File: src/rtl/tower_pkg.sv
// tower_pkg: screen/tower geometry and spawn FSM state type shared by the falling-towers blocks
package tower_pkg;
  localparam int COORD_W  = 11;
  localparam int SCREEN_W = 640;
  localparam int SCREEN_H = 480;
  localparam int TOWER_W  = 28;
  localparam int TOWER_H  = 58;
  typedef enum logic [1:0] {S_IDLE, S_STEP, S_CHECK} spawn_state_t;
endpackage

File: src/rtl/lfsr16.sv
// lfsr16: 16-bit Galois LFSR (right shift, taps 16'hB400) with a lock-up-proof seed
module lfsr16 (
  input  logic        clk,
  input  logic        resetN,
  input  logic        en,
  input  logic [15:0] seed,
  output logic [15:0] q
);
  logic [15:0] lfsr_q, lfsr_d;
  assign lfsr_d = lfsr_q[0] ? (lfsr_q >> 1) ^ 16'hB400 : lfsr_q >> 1;
  // shift register; an all-zero seed would never leave zero, so it is replaced by 1
  always_ff @(posedge clk or negedge resetN)
    if (!resetN) lfsr_q <= (seed == 16'h0000) ? 16'h0001 : seed;
    else if (en) lfsr_q <= lfsr_d;
  assign q = lfsr_q;
endmodule

File: src/rtl/tower_spawn_x_gen.sv
// tower_spawn_x_gen: per-frame random tower spawn X with range/gap checks and a fallback
module tower_spawn_x_gen
  import tower_pkg::*;
#(
  parameter logic [15:0] LFSR_SEED = 16'hACE1,
  parameter int          X_MIN     = 0,
  parameter int          X_MAX     = SCREEN_W - TOWER_W - 1,
  parameter int          X_INIT    = 300,
  parameter int          MIN_GAP   = 40,
  parameter int          MAX_TRIES = 8
) (
  input  logic                      clk,
  input  logic                      resetN,
  input  logic                      startOfFrame,
  input  logic                      pause,
  output logic signed [COORD_W-1:0] spawnX,
  output logic                      spawnValid,
  output logic [7:0]                spawnCount,
  output logic                      fallbackUsed
);
  localparam int TW = $clog2(MAX_TRIES + 1);
  spawn_state_t              state_q, state_d;
  logic [TW-1:0]             tries_q, tries_d;
  logic signed [COORD_W-1:0] spawn_q, spawn_d, last_q, last_d;
  logic                      valid_q, valid_d, fb_q, fb_d;
  logic [7:0]                count_q, count_d;
  logic                      lfsr_en, accept, give_up, unused_lfsr;
  logic [15:0]               lfsr_q;
  int                        cand, last, gap, fb_x;
  lfsr16 u_lfsr (.clk(clk), .resetN(resetN), .en(lfsr_en), .seed(LFSR_SEED), .q(lfsr_q));
  assign unused_lfsr = ^lfsr_q[15:10];
  assign cand    = int'(lfsr_q[9:0]);
  assign last    = int'(last_q);
  assign gap     = cand >= last ? cand - last : last - cand;
  assign accept  = cand >= X_MIN && cand <= X_MAX && gap >= MIN_GAP;
  assign fb_x    = last + MIN_GAP <= X_MAX ? last + MIN_GAP : last - MIN_GAP;
  assign give_up = tries_q == TW'(MAX_TRIES);
  // state and result registers, all returned to their reset values asynchronously
  always_ff @(posedge clk or negedge resetN)
    if (!resetN) begin
      state_q <= S_IDLE;
      tries_q <= '0;
      spawn_q <= COORD_W'(X_INIT);
      last_q  <= COORD_W'(X_INIT);
      valid_q <= 1'b1;
      count_q <= '0;
      fb_q    <= 1'b0;
    end else begin
      state_q <= state_d;
      tries_q <= tries_d;
      spawn_q <= spawn_d;
      last_q  <= last_d;
      valid_q <= valid_d;
      count_q <= count_d;
      fb_q    <= fb_d;
    end
  // search FSM: start only when unpaused, step/check until accept or the try budget runs out
  always_comb begin
    state_d = state_q;
    tries_d = tries_q;
    spawn_d = spawn_q;
    last_d  = last_q;
    valid_d = valid_q;
    count_d = count_q;
    fb_d    = 1'b0;
    lfsr_en = 1'b0;
    case (state_q)
      S_IDLE: if (startOfFrame && !pause) begin
        state_d = S_STEP;
        tries_d = '0;
        valid_d = 1'b0;
      end
      S_STEP: begin
        lfsr_en = 1'b1;
        tries_d = tries_q + TW'(1);
        state_d = S_CHECK;
      end
      S_CHECK: if (accept || give_up) begin
        spawn_d = accept ? COORD_W'(cand) : COORD_W'(fb_x);
        last_d  = spawn_d;
        valid_d = 1'b1;
        count_d = count_q + 8'd1;
        fb_d    = !accept;
        state_d = S_IDLE;
      end else state_d = S_STEP;
      default: state_d = S_IDLE;
    endcase
  end
  assign spawnX       = spawn_q;
  assign spawnValid   = valid_q;
  assign spawnCount   = count_q;
  assign fallbackUsed = fb_q;
endmodule

File: config.mk
export PLATFORM = sky130hd
export DESIGN_NAME = tower_spawn_x_gen
export DESIGN_NICKNAME = d
export VERILOG_FILES = /design/src/rtl/tower_pkg.sv /design/src/rtl/lfsr16.sv /design/src/rtl/tower_spawn_x_gen.sv
export SDC_FILE = /design/constraint.sdc
export NUM_CORES = 1
export LEC_CHECK = 0
export BUFFER_PORTS_ARGS = -buffer_cell sky130_fd_sc_hd__buf_2
export CORE_MARGIN = 2
export CORE_UTILIZATION = 35
export CTS_BUF_LIST = sky130_fd_sc_hd__clkbuf_4 sky130_fd_sc_hd__clkbuf_8 sky130_fd_sc_hd__clkbuf_16
export CTS_CLUSTER_SIZE = 14
export DETAILED_ROUTE_END_ITERATION = 8
export PLACE_DENSITY = 0.64
export SYNTH_ARGS = -nofsm -noshare
export SYNTH_HDL_FRONTEND = slang
export SYNTH_SLANG_ARGS = --single-unit
File: constraint.sdc
create_clock -name clk -period 3.66 [get_ports clk]
set_input_delay 0.732 -clock clk [delete_from_list [all_inputs] [get_ports clk]]
set_output_delay 0.732 -clock clk [all_outputs]
set_load 0.02 [all_outputs]
Yosys cells after proc, flatten, opt, wreduce, memory -nomap -nowiden
Index checks and enable logic that the tools add are counted.
- add/sub/neg operators: 6
- $lt $le $gt $ge: 5
- equal/unequal tests: 5
- mux-type cells: 15
- bitwise gates (word level): 1
- reduce and logical (&&, ||, !) cells: 12
- operator list (cell ; number):
    32-bit by 7-bit greater-or-equal comparator with 1-bit output (second input constant) ; 1
    32-bit 2-to-1 mux ; 1
    11-bit by 11-bit subtractor with 12-bit output ; 2
    11-bit 2-to-1 mux ; 2
    16-bit 2-to-1 mux ; 1
    11-bit by 7-bit adder with 12-bit output (second input constant) ; 1
    12-bit by 11-bit <= comparator with 1-bit output (second input constant) ; 1
    11-bit greater-or-equal comparator ; 1
    11-bit by 7-bit subtractor with 11-bit output (second input constant) ; 1
    10-bit by 1-bit greater-or-equal comparator with 1-bit output (second input constant) ; 1
    10-bit <= comparator (second input constant) ; 1
    8-bit by 1-bit adder with 8-bit output (second input constant) ; 1
    4-bit case mux with 2 select lines ; 1
    1-bit 2-to-1 mux ; 6
    2-bit case mux with 3 select lines ; 1
    4-bit by 1-bit adder with 4-bit output (second input constant) ; 1
    4-bit equality test (second input constant) ; 1
    4-bit 2-to-1 mux ; 1
    2-bit inequality test (second input constant) ; 2
    3-bit inverter with 4-bit output ; 1
    2-bit AND reduction ; 2
    2-bit nonzero test ; 2
    1-bit logical AND ; 3
    3-bit AND reduction ; 1
    7 further kinds ; 8
- flip-flop bits (word level): 43
- input bits: 4
- output and inout bits: 21
- logic and storage cells: 51

Depth between registers and ports, before layout
Gate-level depths: netlist of run 1.
- depth after elaboration: 7
- mapped depth: 15
- mapped depth without buffers: 13

Least setup slack after synthesis of run 1
No wires, ideal clock.
- kind: register -> register
- start point: register last_q[3]
- end point: register count_q[1], in the netlist spawnCount[1]
- library setup time: 0.128 ns
- data arrival time: 3.927 ns
- data required time: 3.532 ns
- slack: -0.395 ns
- stages on the path, launching flop included: 14
- path buffers: 1
- period minus slack after synthesis: 4.055 ns
- cells stage by stage: dfstp_2 -> inv_1 -> ha_1 -> buf_6 -> a21oi_2 -> nand3_2 -> a221oi_4 -> mux2_4 -> xnor2_1 -> or4_4 -> a2111oi_4 -> nor4_4 -> o21ai_4 -> mux2_1
- cells in the longest elaborated chain, start to end: 6
- elaborated cells between the ends (all ways): 8
- those cells by class: 2 x add/sub; 2 x order compare; 1 x mux; 3 x reduce/logical
- ends and longest elaborated chain (element ; RTL line ; RTL):
    start: declaration ; tower_spawn_x_gen.sv:24 ; logic signed [COORD_W-1:0] spawn_q, spawn_d, last_q, last_d;
    start signal: assignment ; tower_spawn_x_gen.sv:44 ; last_q <= COORD_W'(X_INIT);
    start signal: assignment ; tower_spawn_x_gen.sv:52 ; last_q <= last_d;
    11-bit by 11-bit subtractor with 12-bit output / 11-bit greater-or-equal comparator (equally long branches) ; tower_spawn_x_gen.sv:34 ; assign gap = cand >= last ? cand - last : last - cand;
    32-bit 2-to-1 mux * ; tower_spawn_x_gen.sv:34 ;
    32-bit by 7-bit greater-or-equal comparator with 1-bit output * ; tower_spawn_x_gen.sv:35 ; assign accept = cand >= X_MIN && cand <= X_MAX && gap >= MIN_GAP;
    1-bit logical AND * ; tower_spawn_x_gen.sv:35 ;
    1-bit logical OR * ; tower_spawn_x_gen.sv:78 ; S_CHECK: if (accept || give_up) begin
    2-bit AND reduction (no source line) * ; n/a ;
    end signal: assignment ; tower_spawn_x_gen.sv:54 ; count_q <= count_d;
    end: declaration ; tower_spawn_x_gen.sv:26 ; logic [7:0] count_q, count_d;
Every way passes the cells marked *; elsewhere a longest branch is shown, timed or not.
A chain may end at the register's enable or synchronous reset.

Worst setup path in the final report of run 1
- start point: register last_q[5]
- end point: register last_q[4]
- cells in the longest elaborated chain, start to end: 6
- elaborated cells between the ends (all ways): 12
- those cells by class: 3 x add/sub; 3 x order compare; 3 x mux; 3 x reduce/logical
- ends and longest elaborated chain (element ; RTL line):
    11-bit by 11-bit subtractor with 12-bit output / 11-bit greater-or-equal comparator (equally long branches) ; tower_spawn_x_gen.sv:34
    32-bit 2-to-1 mux ; tower_spawn_x_gen.sv:34
    32-bit by 7-bit greater-or-equal comparator with 1-bit output ; tower_spawn_x_gen.sv:35
    1-bit logical AND ; tower_spawn_x_gen.sv:35
    1-bit logical OR ; tower_spawn_x_gen.sv:78
    2-bit AND reduction (no source line) ; n/a
Parallel ways exist; a longest one is shown, timed or not.

==> results of run 1 <==
==> what timing repair did <==
| item | in CTS | in global routing |
|---|---|---|
| setup buffers | 0 | 1 |
| setup endpoints to repair | 20 | 22 |
| resized for setup | 8 | 6 |
| pin swaps | 1 | 1 |
==> routing by layer <==
layer  wire length, um  part of all wire  track usage
met1              3900              0.46        0.232
met2              4230              0.50        0.301
met3               266             0.031       0.0163
met4               140             0.016       0.0435
met5                 0                 0            0
==> per-stage QoR <==
stage	std cells	worst slack, ps	utilization
floorplan	381	-37.0	-
global placement	567	-55.8	0.423
detailed placement	567	-94.4	0.423
CTS	575	-68.2	0.437
global route	576	-189	0.440
finish	576	-70.7	0.440
==> kinds of logic (layout without fill, tap and decap cells) <==
family	Yosys count	after routing	synth area share
AO/OA/AOI/OAI	118	118	0.246
AND/OR/NAND/NOR	108	108	0.162
buffers and inverters	48	110	0.0652
flip-flops	43	43	0.318
adder cells (fa/ha/maj)	27	27	0.103
multiplexers	23	23	0.0706
XOR/XNOR	14	14	0.0357
==> critical path: stages (launching register included) <==
cell and delay [ps]:
dfstp_2 540, inv_2 50, ha_4 230, buf_4 130
a21oi_1 170, o21ai_2 120, a221oi_4 430, buf_6 180
mux2_4 290, a211o_1 290, a21oi_4 190, a211oi_4 90
nor4_4 260, buf_12 210, o21ai_4 60, buf_4 200
a22oi_1 180
==> area by class of cell <==
cell class,count,area (sq um),area share
Multi-Input combinational cell,290,2260,0.531
Sequential cell,43,1100,0.258
Timing Repair Buffer,73,529,0.125
Tap cell,133,166,0.0392
Inverter,29,109,0.0256
Clock buffer,6,76.3,0.0180
Clock inverter,2,12.5,0.00295
==> cells in the final DEF (no fill, tap or decap), types with 7 or more instances in the layout <==
cell and n:
a21oi_1 31, buf_2 24, buf_4 45, dfrtp_1 27
dfstp_2 13, ha_1 21, inv_1 22, inv_2 7
mux2i_1 15, nand2_1 41, nor2_1 20, nor3_1 10
o21ai_0 24, xnor2_1 13
==> registers in the layout, summed over array words and instances, names as in the netlist <==
| signal | flops |
|---|---|
| u_lfsr.q | 16 |
| last_q | 11 |
| spawnCount | 8 |
| tries_q | 4 |
| state_q | 2 |
| fallbackUsed | 1 |
| spawnValid | 1 |
==> how the worst min path moves through the flow <==
stage | startpoint | endpoint | slack, ps
final | spawnCount[7]$_DFFE_PN0P_ | spawnCount[7]$_DFFE_PN0P_ | 470
after global routing | spawnCount[7]$_DFFE_PN0P_ | spawnCount[7]$_DFFE_PN0P_ | 480
after CTS | spawnCount[7]$_DFFE_PN0P_ | spawnCount[7]$_DFFE_PN0P_ | 480
after detailed placement | spawnCount[7]$_DFFE_PN0P_ | spawnCount[7]$_DFFE_PN0P_ | 460
after global placement | u_lfsr.q[11]$_DFFE_PN1P_ | u_lfsr.q[11]$_DFFE_PN1P_ | 450
after floorplan | resetN | fallbackUsed$_DFF_PN0_ | 440
==> run summary, run 1 <==
In the final design database the tool counted 473 nets. TritonCTS built the clock tree. The run finished, with violations left.

The number of H-tree branching levels came out at 2. The maximum achievable frequency came out at 268 MHz. The proportion of synthesized flip-flops having asynchronous set or reset came out at 1.00.

The worst-case headroom to the max-slew limit came out at 0.263. The last weighted congestion value of the routability-driven placer is 0.882. The wire length of the first global-routing pass came out at 14700 um.

Setup violations remaining at the end of the flow were counted as 15. The maximum number of pins on one net before global-route repair came out at 44. For this run, design rule violations remaining after detail routing come to 0. The register-to-register path setup slack came out at -70 ps. STA classifies the critical path startpoint as a flip-flop. The post-route standard cell area excluding fillers came out at 4250 sq um. The x dimension of the die is 103 um. The final worst slack came out at -70.7 ps. The number of nets in the synthesized netlist came out at 412. Synthesis instantiated 67 different standard cells from the library. The aggregate negative setup slack is -595 ps. The max-slew violation total from the final report came out at 0.

The placeable core region came out at 9640 sq um. The buffer depth of the longest clock path came out at 2. In this run the worst path has a maximum fanout of 17. The total number of yosys warnings is 0. At the pin with the least slew margin, the transition time is 1100 ps. 25 I/O pins were placed. The number of antenna violations at the first check in global routing came out at 0.

The count of maximum capacitance violations came out at 0. The number of CTS-inserted buffers is 5. The total number of placement rows came out at 36. At the worst endpoint, the required time is 3860 ps. The number of hold buffers added after CTS came out at 0. The most critical setup path has its startpoint at last_q[5]$_DFFE_PN1P_.

The area share of the largest cell type after synthesis is 0.218. The final setup skew came out at 6.45 ps. The clock transition at the registers of the reported paths is 80 ps. The estimated wirelength of the detail-placed design came out at 6560 um. The number of global-route vias before repair is 3028.

The total global routing track utilization came out at 0.173. Counting instances, the worst hold path has a depth of 1. The share of the yosys chip area belonging to registers came out at 0.318.

Ranked by instance count, the synthesized netlist is headed by nand2_1, a21oi_1, dfrtp_1. The predominant post-synthesis flop cell is dfrtp_1. The first-pass iteration count of the detailed router came out at 4. The arrival time at the worst endpoint came out at 3940 ps.

The full die area is 10600 sq um. Setup repair after global routing could not meet its margin everywhere. The library cell occupying the most area in the post-synthesis netlist is dfrtp_1. After the first detailed-routing iteration, the DRC count stood at 94.

nand2_1 is the most common cell in the netlist. The total standard cell area after synthesis is 3440 sq um. The worst flop-to-flop path startpoint is last_q[5]$_DFFE_PN1P_. Measured along the y axis, the die boundary spans 103 um. The count of nets left with antenna violations once routing finished came out at 0.

The clock insertion delay at the later pin of the skew report is 300 ps. The checks that failed: negative setup slack. The smallest clock period supported by the final layout is computed as 3730 ps. The final clock period utilization by the worst path came out at 1.02. In this run, synthesis produced a sequential element count of 43.

The post-synthesis area per instance came out at 9.02 sq um. The per-cell via count in the routed design is 5.22. Across all hold checks on the routed design, the worst slack comes to 469 ps. The gate count of the mapped netlist is 381. Buffers placed on the I/O ports in this run total 24. The count of final hold-check violations is 0. The count of flip-flops with a built-in enable after synthesis is 0. The via count came out at 3005.

The final wirelength is 8540 um. The cell sitting at the root of the clock tree is a clkbuf_8. The end of the worst register-to-register path is last_q[4]$_DFFE_PN0P_. The number of cells on the worst reg-to-reg path is 16.

The antenna diode count came out at 0. The number of filler cells placed in the layout came out at 975. The residual overflow from global routing is 0. By area the synthesized netlist is led by dfrtp_1, dfstp_2, ha_1. The setup path with the least slack is of type flip-flop to flip-flop.

The worst setup path is captured at a flip-flop. The instance area after placement came out at 4080 sq um. The routed length per instance came out at 14.8 um.

The number of clock sinks seen by CTS came out at 43. The share of cells above drive strength 1 came out at 0.332. The area growth from synthesis to layout came out at 23.5%. The critical path endpoint is last_q[4]$_DFFE_PN0P_. The worst hold path belongs to the class flip-flop to flip-flop.

The initial core utilization is 0.357.
Power of run 1 is not shown: default switching activity piles up to over one toggle a cycle in this logic, so the estimate is an artifact.
==> inputs of run 2 (changes only) <==
--- a/config.mk
+++ b/config.mk
@@ -5,6 +5,7 @@
 export SDC_FILE = /design/constraint.sdc
 export NUM_CORES = 1
 export LEC_CHECK = 0
+export ABC_AREA = 1
 export BUFFER_PORTS_ARGS = -buffer_cell sky130_fd_sc_hd__buf_2
 export CORE_MARGIN = 2
 export CORE_UTILIZATION = 35
==> run summary, run 2 <==
Result of the run: completed (was complete, but fails checks). The share of the core filled with cells is 0.389 (was 0.440). The critical path endpoint is last_q[7]$_DFFE_PN0P_ (was last_q[4]$_DFFE_PN0P_). The number of hold buffers added after CTS is 0 (unchanged). The arrival time at the worst endpoint is 3340 ps (was 3940 ps). The number of distinct standard cells referenced by the synthesized netlist came out at 36 (was 67). The initial core utilization was 0.355 (was 0.357). The per-cell via count in the routed design came out at 4.79 (was 5.22). The final setup skew is 10.5 ps (was 6.45 ps). The clock transition at the registers of the reported paths is 80 ps (about the same). The clock insertion delay at the later pin of the skew report was 300 ps (about the same).

Setup repair after global routing missed its margin: false (was true). The final layout net count is 577 (was 473). The number of antenna violations at the first check in global routing came out at 0 (unchanged). The kind of end point of the critical path is a flip-flop (unchanged). The area share of the largest cell type after synthesis came to 0.207 (was 0.218). The count of flip-flops with a built-in enable after synthesis is 0 (unchanged).

The final wirelength was 8390 um (was 8540 um). The number of clock sinks seen by CTS came out at 43 (unchanged). The last weighted congestion value of the routability-driven placer was 0.963 (was 0.882). The type of origin of the critical path is a flip-flop (unchanged). The placeable core region is 10200 sq um (was 9640 sq um).

The register-to-register path setup slack came out at 520 ps (was -70 ps). The setup slack at placement is 489 ps (was -94.4 ps). The commonest non-fill, non-tap cell in the layout is nand2_1 (was buf_4). The worst hold path cell count was 2 (was 1).

The starting DRC count in detailed routing is 185 (was 94). The number of CTS-inserted buffers is 5 (unchanged). The buffer depth of the longest clock path came out at 2 (unchanged). Most area-consuming cells after synthesis: dfrtp_1, nand2_1, dfstp_2 (was dfrtp_1, dfstp_2, ha_1). The library cell occupying the most area in the post-synthesis netlist is dfrtp_1 (unchanged). The residual overflow from global routing is 0 (unchanged). The proportion of synthesized flip-flops having asynchronous set or reset came out at 1.00 (unchanged).

The total setup buffers inserted after CTS is 0 (unchanged). The number of H-tree branching levels came out at 2 (unchanged). The via count came out at 3274 (was 3005). The estimated wirelength of the detail-placed design is 6640 um (was 6560 um). The full die area is 11200 sq um (was 10600 sq um). The global-route track usage on met2 was 0.254 (was 0.301). The aggregate negative setup slack came out at 0 ps (was -595 ps). The launch point of the worst path was u_lfsr.q[0]$_DFFE_PN1P_ (was last_q[5]$_DFFE_PN1P_). The max-slew violation total from the final report was 0 (unchanged). The number of global-route vias before repair is 3111 (was 3028). The floorplan die height came out at 106 um (was 103 um). The post-synthesis area per instance came to 6.95 sq um (was 9.02 sq um). The total number of placement rows came out at 37 (was 36). The most used routing layer is met2 (unchanged).

The final instance count without filler cells came out at 683 (was 576). The most numerous cell in the Yosys netlist is nand2_1 (unchanged). The instance count after placement with tap cells included is 675 (was 567).

The number of synthesized register bits came out at 43 (unchanged). The count of maximum capacitance violations came to 0 (unchanged). The maximum number of pins on one net before global-route repair is 44 (unchanged). The share of the yosys chip area belonging to registers came out at 0.302 (was 0.318). The type of the worst setup path is flip-flop to flip-flop (unchanged). The post-layout minimum cycle time was 3140 ps (was 3730 ps). The end of the worst register-to-register path is last_q[7]$_DFFE_PN0P_ (was last_q[4]$_DFFE_PN0P_). The number of flip-flops under the largest register name is 16 (unchanged).

The total power per unit cell area is 783 nW/um^2. The total global routing track utilization is 0.157 (was 0.173). The depth of the most critical reg-to-reg path is 21 (was 16).

The leakage power came out at 2.09 nW. The count of endpoints failing setup in the final report came to 0 (was 15). The maximum achievable frequency was 318 MHz (was 268 MHz). The antenna diode count is 0 (unchanged). Commonest cells in the netlist: nand2_1, inv_1, nand3_1 (was nand2_1, a21oi_1, dfrtp_1).

The total standard cell area after synthesis is 3620 sq um (was 3440 sq um). The wire length of the first global-routing pass is 14400 um (was 14700 um). The routed length per instance came out at 12.3 um (was 14.8 um). The met1 track demand over resource came to 0.215 (was 0.232). The boundary pin count was 25 (unchanged).

Leading cell types in the layout, fill and taps excluded: nand2_1, inv_1, nand3_1, dfrtp_1, o21ai_0 (was buf_4, nand2_1, a21oi_1, dfrtp_1). The number of nets in the synthesized netlist came to 552 (was 412). The count of final hold-check violations is 0 (unchanged).

The clock tree root buffer cell is clkbuf_8 (unchanged). The clock tree from TritonCTS is yes (unchanged). The worst-case headroom to the max-slew limit came out at 0.368 (was 0.263). The first-pass iteration count of the detailed router came out at 5 (was 4). The gate count of the mapped netlist was 521 (was 381). The global-route track usage on met3 came out at 0.0192 (was 0.0163). The share of cells above drive strength 1 is 0.128 (was 0.332). The count of cells resized by post-cts repair was 0 (was 8). The predominant post-synthesis flop cell was dfrtp_1 (unchanged). The x dimension of the die came out at 106 um (was 103 um). The number of routed nets with antenna violations is 0 (unchanged). The worst hold margin is 471 ps (was 469 ps). The number of buffer cells added on primary ports came out at 24 (unchanged). The worst min-delay path class is flip-flop to flip-flop (unchanged). The slew of the pin with the lowest slew margin was 947 ps (was 1100 ps). The final clock period utilization by the worst path was 0.859 (was 1.02).

The worst flop-to-flop path startpoint was u_lfsr.q[0]$_DFFE_PN1P_ (was last_q[5]$_DFFE_PN1P_). The area growth from synthesis to layout is 9.37% (was 23.5%). The final worst slack came to 516 ps (was -70.7 ps). The number of remaining DRC errors was 0 (unchanged). The required time of the worst setup path is 3860 ps (about the same). Across the VDD grid, the largest voltage drop is 0.502 mV. The largest fanout of any net on the critical path is 17 (unchanged). The total number of yosys warnings was 0 (unchanged).
run 2: final cells by class:
type	instances	area [sq um]
clock buffer	6	76.3
inverter	79	297
clock inverter	2	12.5
multi-input combinational	392	2180
timing repair buffer	25	128
fill	1092	6230
tap	136	170
sequential	43	1090
run 2: how the worst min path moves through the flow:
stage | from | endpoint
after detailed placement | u_lfsr.q[12]$_DFFE_PN0P_ | u_lfsr.q[11]$_DFFE_PN1P_
after floorplan | resetN | fallbackUsed$_DFF_PN0_
after global placement | u_lfsr.q[11]$_DFFE_PN1P_ | u_lfsr.q[11]$_DFFE_PN1P_
final | u_lfsr.q[11]$_DFFE_PN1P_ | u_lfsr.q[11]$_DFFE_PN1P_
after global routing | u_lfsr.q[12]$_DFFE_PN0P_ | u_lfsr.q[11]$_DFFE_PN1P_
after CTS | u_lfsr.q[11]$_DFFE_PN1P_ | u_lfsr.q[11]$_DFFE_PN1P_
run 2: critical path: stages (launching register included):
cell	delay [ps]
dfstp_2	600
inv_1	110
ha_1	240
fa_1	370
inv_1	100
nand3_1	70
nand2_1	140
nand2_2	110
nand3_4	100
nand2_4	80
nand2_4	120
nand2_1	70
nand2_1	60
inv_1	40
nand2_1	110
nor2_4	50
nand3_4	100
nand2_4	130
nand2_4	170
nand2_8	120
nand2_1	110
nand2_1	60
run 2: logic make-up (layout without fill, tap and decap cells):
group | after synthesis | count (layout) | share of synthesized area
compound gates | 50 | 50 | 0.0854
simple gates | 288 | 288 | 0.355
xor+xnor | 27 | 27 | 0.0654
fa+ha+maj | 27 | 27 | 0.0975
buf+inv | 86 | 112 | 0.0951
flops | 43 | 43 | 0.302
run 2: stage by stage:
step	power (mW)	cell area, sq um
global placement	2.76	3870
global route	3.44	3960
finish	3.10	3960
floorplan	2.43	3620
CTS	3.09	3960
detailed placement	2.77	3870
run 2: layer usage:
metal	vias up	share of wire	wire, um
met5	-	0	0
met4	0	0.025	212
met3	20	0.040	334
met2	81	0.45	3800
met1	1498	0.48	4040
li1	1675	-	-
run 2: power by group:
| part | total [mW] | switching, mW | internal [mW] |
|---|---|---|---|
| combinational | 2.14 | 1.45 | 0.682 |
| sequential | 0.658 | 0.0966 | 0.562 |
| clock | 0.302 | 0.161 | 0.141 |
| total | 3.10 | 1.71 | 1.38 |
No activity file was read; power rests on OpenSTA's default activity.
==> inputs of run 3 (changes only) <==
--- a/config.mk
+++ b/config.mk
@@ -7,6 +7,7 @@
 export LEC_CHECK = 0
 export ABC_AREA = 1
 export BUFFER_PORTS_ARGS = -buffer_cell sky130_fd_sc_hd__buf_2
+export CORE_ASPECT_RATIO = 0.75
 export CORE_MARGIN = 2
 export CORE_UTILIZATION = 35
 export CTS_BUF_LIST = sky130_fd_sc_hd__clkbuf_4 sky130_fd_sc_hd__clkbuf_8 sky130_fd_sc_hd__clkbuf_16
==> run summary, run 3 (synthesis results as in run 2) <==
The family with the most delay on the worst path was simple AND/OR/NAND/NOR gates (unchanged). The number of antenna violations at the first check in global routing is 0 (unchanged). The clock tree from TritonCTS is yes (unchanged).

The number of global-route vias before repair is 3018 (was 3111). The number of routed nets with antenna violations is 0 (unchanged). The number of flip-flops under the largest register name is 16 (unchanged). The register-to-register path setup slack is 530 ps (was 520 ps).

The worst hold margin is 467 ps (was 471 ps). The placeable core region is 10200 sq um (about the same). The number of remaining DRC errors came to 0 (unchanged). The part of the power in registers came out at 0.194 (was 0.213).

The total power per unit cell area came out at 823 nW/um^2 (was 783 nW/um^2). The internal power contribution came out at 1.52 mW (was 1.38 mW). The x dimension of the die came out at 121 um (was 106 um). The full die area is 11200 sq um (about the same). The floorplan die height is 92.1 um (was 106 um). The instance count after placement with tap cells included is 677 (was 675). CP cell instances: inv_1 -> ha_1 -> nand2_1 -> inv_1 -> a21oi_1 -> nand3_1 -> xor2_1 -> nand2_1 -> nand2_1 -> nor2_2 -> nand3_4 -> nand2_4 -> nand2_4 -> nand2_8 -> nand2_1 -> nand2_1 (was inv_1 -> ha_1 -> fa_1 -> inv_1 -> nand3_1 -> nand2_1 -> nand2_2 -> nand3_4 -> nand2_4 -> nand2_4 -> nand2_1 -> nand2_1 -> inv_1 -> nand2_1 -> nor2_4 -> nand3_4 -> nand2_4 -> nand2_4 -> nand2_8 -> nand2_1 -> nand2_1).

The slew of the pin with the lowest slew margin is 953 ps (was 947 ps). The switching power as a share of total power is 0.543 (was 0.553). The total global routing track utilization was 0.166 (was 0.157). The first-pass iteration count of the detailed router came out at 5 (unchanged). The initial core utilization is 0.356 (was 0.355). The via count is 3294 (was 3274). The instance area after placement was 3880 sq um (was 3870 sq um). The boundary pin count was 25 (unchanged). The final layout net count came out at 579 (was 577). The required time of the worst setup path came out at 3890 ps (was 3860 ps).

The count of maximum capacitance violations was 0 (unchanged). The estimated wirelength of the detail-placed design is 6920 um (was 6640 um). The clock transition at the registers of the reported paths came out at 60 ps (was 80 ps). Leading cell types in the layout, fill and taps excluded: nand2_1, inv_1, nand3_1, dfrtp_1, o21ai_0 (unchanged). The per-cell via count in the routed design is 4.81 (was 4.79). The share of cells above drive strength 1 came to 0.131 (was 0.128). The global-route track usage on met2 is 0.244 (was 0.254).

The maximum number of pins on one net before global-route repair came out at 44 (unchanged). The clock insertion delay at the later pin of the skew report was 290 ps (was 300 ps). The wire length of the first global-routing pass came to 15000 um (was 14400 um). Result of the run: completed (unchanged).

The area growth from synthesis to layout is 11.4% (was 9.37%). The final setup skew came out at 6.02 ps (was 10.5 ps). The largest fanout of any net on the critical path came out at 17 (unchanged). The number of buffer and inverter instances along the worst setup path came out at 2 (was 3). The type of the worst setup path is flip-flop to flip-flop (unchanged). The post-route standard cell area excluding fillers is 4030 sq um (was 3960 sq um).

The total number of placement rows is 32 (was 37). The leakage power is 2.13 nW (was 2.09 nW). The clock tree root buffer cell is clkbuf_16 (was clkbuf_8).

The number of H-tree branching levels came out at 2 (unchanged). The routed length per instance is 12.9 um (was 12.3 um). The count of endpoints failing setup in the final report came out at 0 (unchanged). The last weighted congestion value of the routability-driven placer came out at 1.02 (was 0.963). The most used routing layer was met1 (was met2). The arrival time at the worst endpoint is 3360 ps (was 3340 ps). The worst-case headroom to the max-slew limit came to 0.364 (was 0.368). The kind of end point of the critical path is a flip-flop (unchanged). The peak ir drop on the vdd network came out at 0.243 mV (was 0.502 mV). The share of total power in combinational logic was 0.669 (was 0.690). The worst min-delay path class is flip-flop to flip-flop (unchanged). The count of final hold-check violations is 0 (unchanged).

Setup repair after global routing missed its margin: false (unchanged). The delay of the slowest cell on the worst path is 610 ps (was 600 ps). The number of filler cells placed in the layout came to 1071 (was 1092). The multi-input combinational cell area is 2180 sq um (unchanged). The type of origin of the critical path is a flip-flop (unchanged). The maximum achievable frequency came out at 319 MHz (was 318 MHz). The post-layout minimum cycle time is 3130 ps (was 3140 ps). The final instance count without filler cells is 685 (was 683). The count of cells resized by post-cts repair is 0 (unchanged). The sequential cell area was 1090 sq um (unchanged). The number of buffer cells added on primary ports came to 24 (unchanged).

The clock power share came to 0.137 (was 0.097). The most prevalent standard cell on the critical path is nand2_1 (unchanged). The total setup buffers inserted after CTS is 0 (unchanged). The final clock period utilization by the worst path is 0.856 (was 0.859). The net load switching power was 1.80 mW (was 1.71 mW). The cell at the slowest stage of the critical path is dfstp_2 (unchanged). The buffer depth of the longest clock path is 2 (unchanged). The antenna diode count is 0 (unchanged).

The max-slew violation total from the final report is 0 (unchanged). The met1 track demand over resource came to 0.250 (was 0.215). The starting DRC count in detailed routing came out at 223 (was 185). The number of hold buffers added after CTS is 0 (unchanged). The number of CTS-inserted buffers is 5 (unchanged). The residual overflow from global routing came to 0 (unchanged). The commonest non-fill, non-tap cell in the layout is nand2_1 (unchanged). The aggregate negative setup slack is 0 ps (unchanged). The number of clock sinks seen by CTS is 43 (unchanged).

The final wirelength came out at 8840 um (was 8390 um). The global-route track usage on met3 came to 0.0311 (was 0.0192).
## run 3: per-stage QoR
stage / power, mW / util / setup WS, ps
after CTS: 3.31 / 0.396 / 541
final: 3.32 / 0.396 / 529
after floorplan: 2.43 / - / 938
after global routing: 3.62 / 0.396 / 260
after global placement: 2.80 / 0.382 / 604
after detailed placement: 2.84 / 0.382 / 560
## run 3: final timing paths
path | end | cells past startpoint | from
worst max-delay path | last_q[10]$_DFFE_PN0P_ | 16 | last_q[8]$_DFFE_PN1P_
worst min-delay path | spawnValid$_DFFE_PN1P_ | 2 | spawnValid$_DFFE_PN1P_
worst max register to register | last_q[10]$_DFFE_PN0P_ | 16 | last_q[8]$_DFFE_PN1P_
worst min register to register | spawnValid$_DFFE_PN1P_ | 2 | spawnValid$_DFFE_PN1P_
max in group asynchronous | u_lfsr.q[1]$_DFFE_PN0P_ | 1 | resetN
min in group asynchronous | last_q[7]$_DFFE_PN0P_ | 1 | resetN
## run 3: layout make-up
cell class                      count  area share
Sequential cell                    43       0.271
Tap cell                          136      0.0422
Inverter                           79      0.0736
Clock inverter                      2     0.00342
Multi-Input combinational cell    392       0.541
Clock buffer                        6      0.0329
Timing Repair Buffer               27      0.0354
## run 3: power groups by stage
stage	Combinational [mW]	Sequential [mW]	Clock (mW)
2_1_floorplan	1.73	0.702	0
3_3_place_gp	2.15	0.653	0
3_5_place_dp	2.18	0.654	0
4_1_cts	2.19	0.645	0.469
5_1_grt	2.47	0.663	0.483
6_report	2.22	0.645	0.454
## run 3: worst register-to-register path: stages (launching register included)
cell,delay [ps]
dfstp_2,610
inv_1,130
ha_1,430
nand2_1,130
inv_1,130
a21oi_1,280
nand3_1,180
xor2_1,170
nand2_1,60
nand2_1,70
nor2_2,130
nand3_4,140
nand2_4,180
nand2_4,150
nand2_8,150
nand2_1,60
nand2_1,70
## run 3: layer usage
metal	wire length, um	vias to the layer above
li1	-	1677
met1	4500	1500
met2	3670	109
met3	578	8
met4	93	0
met5	0	-
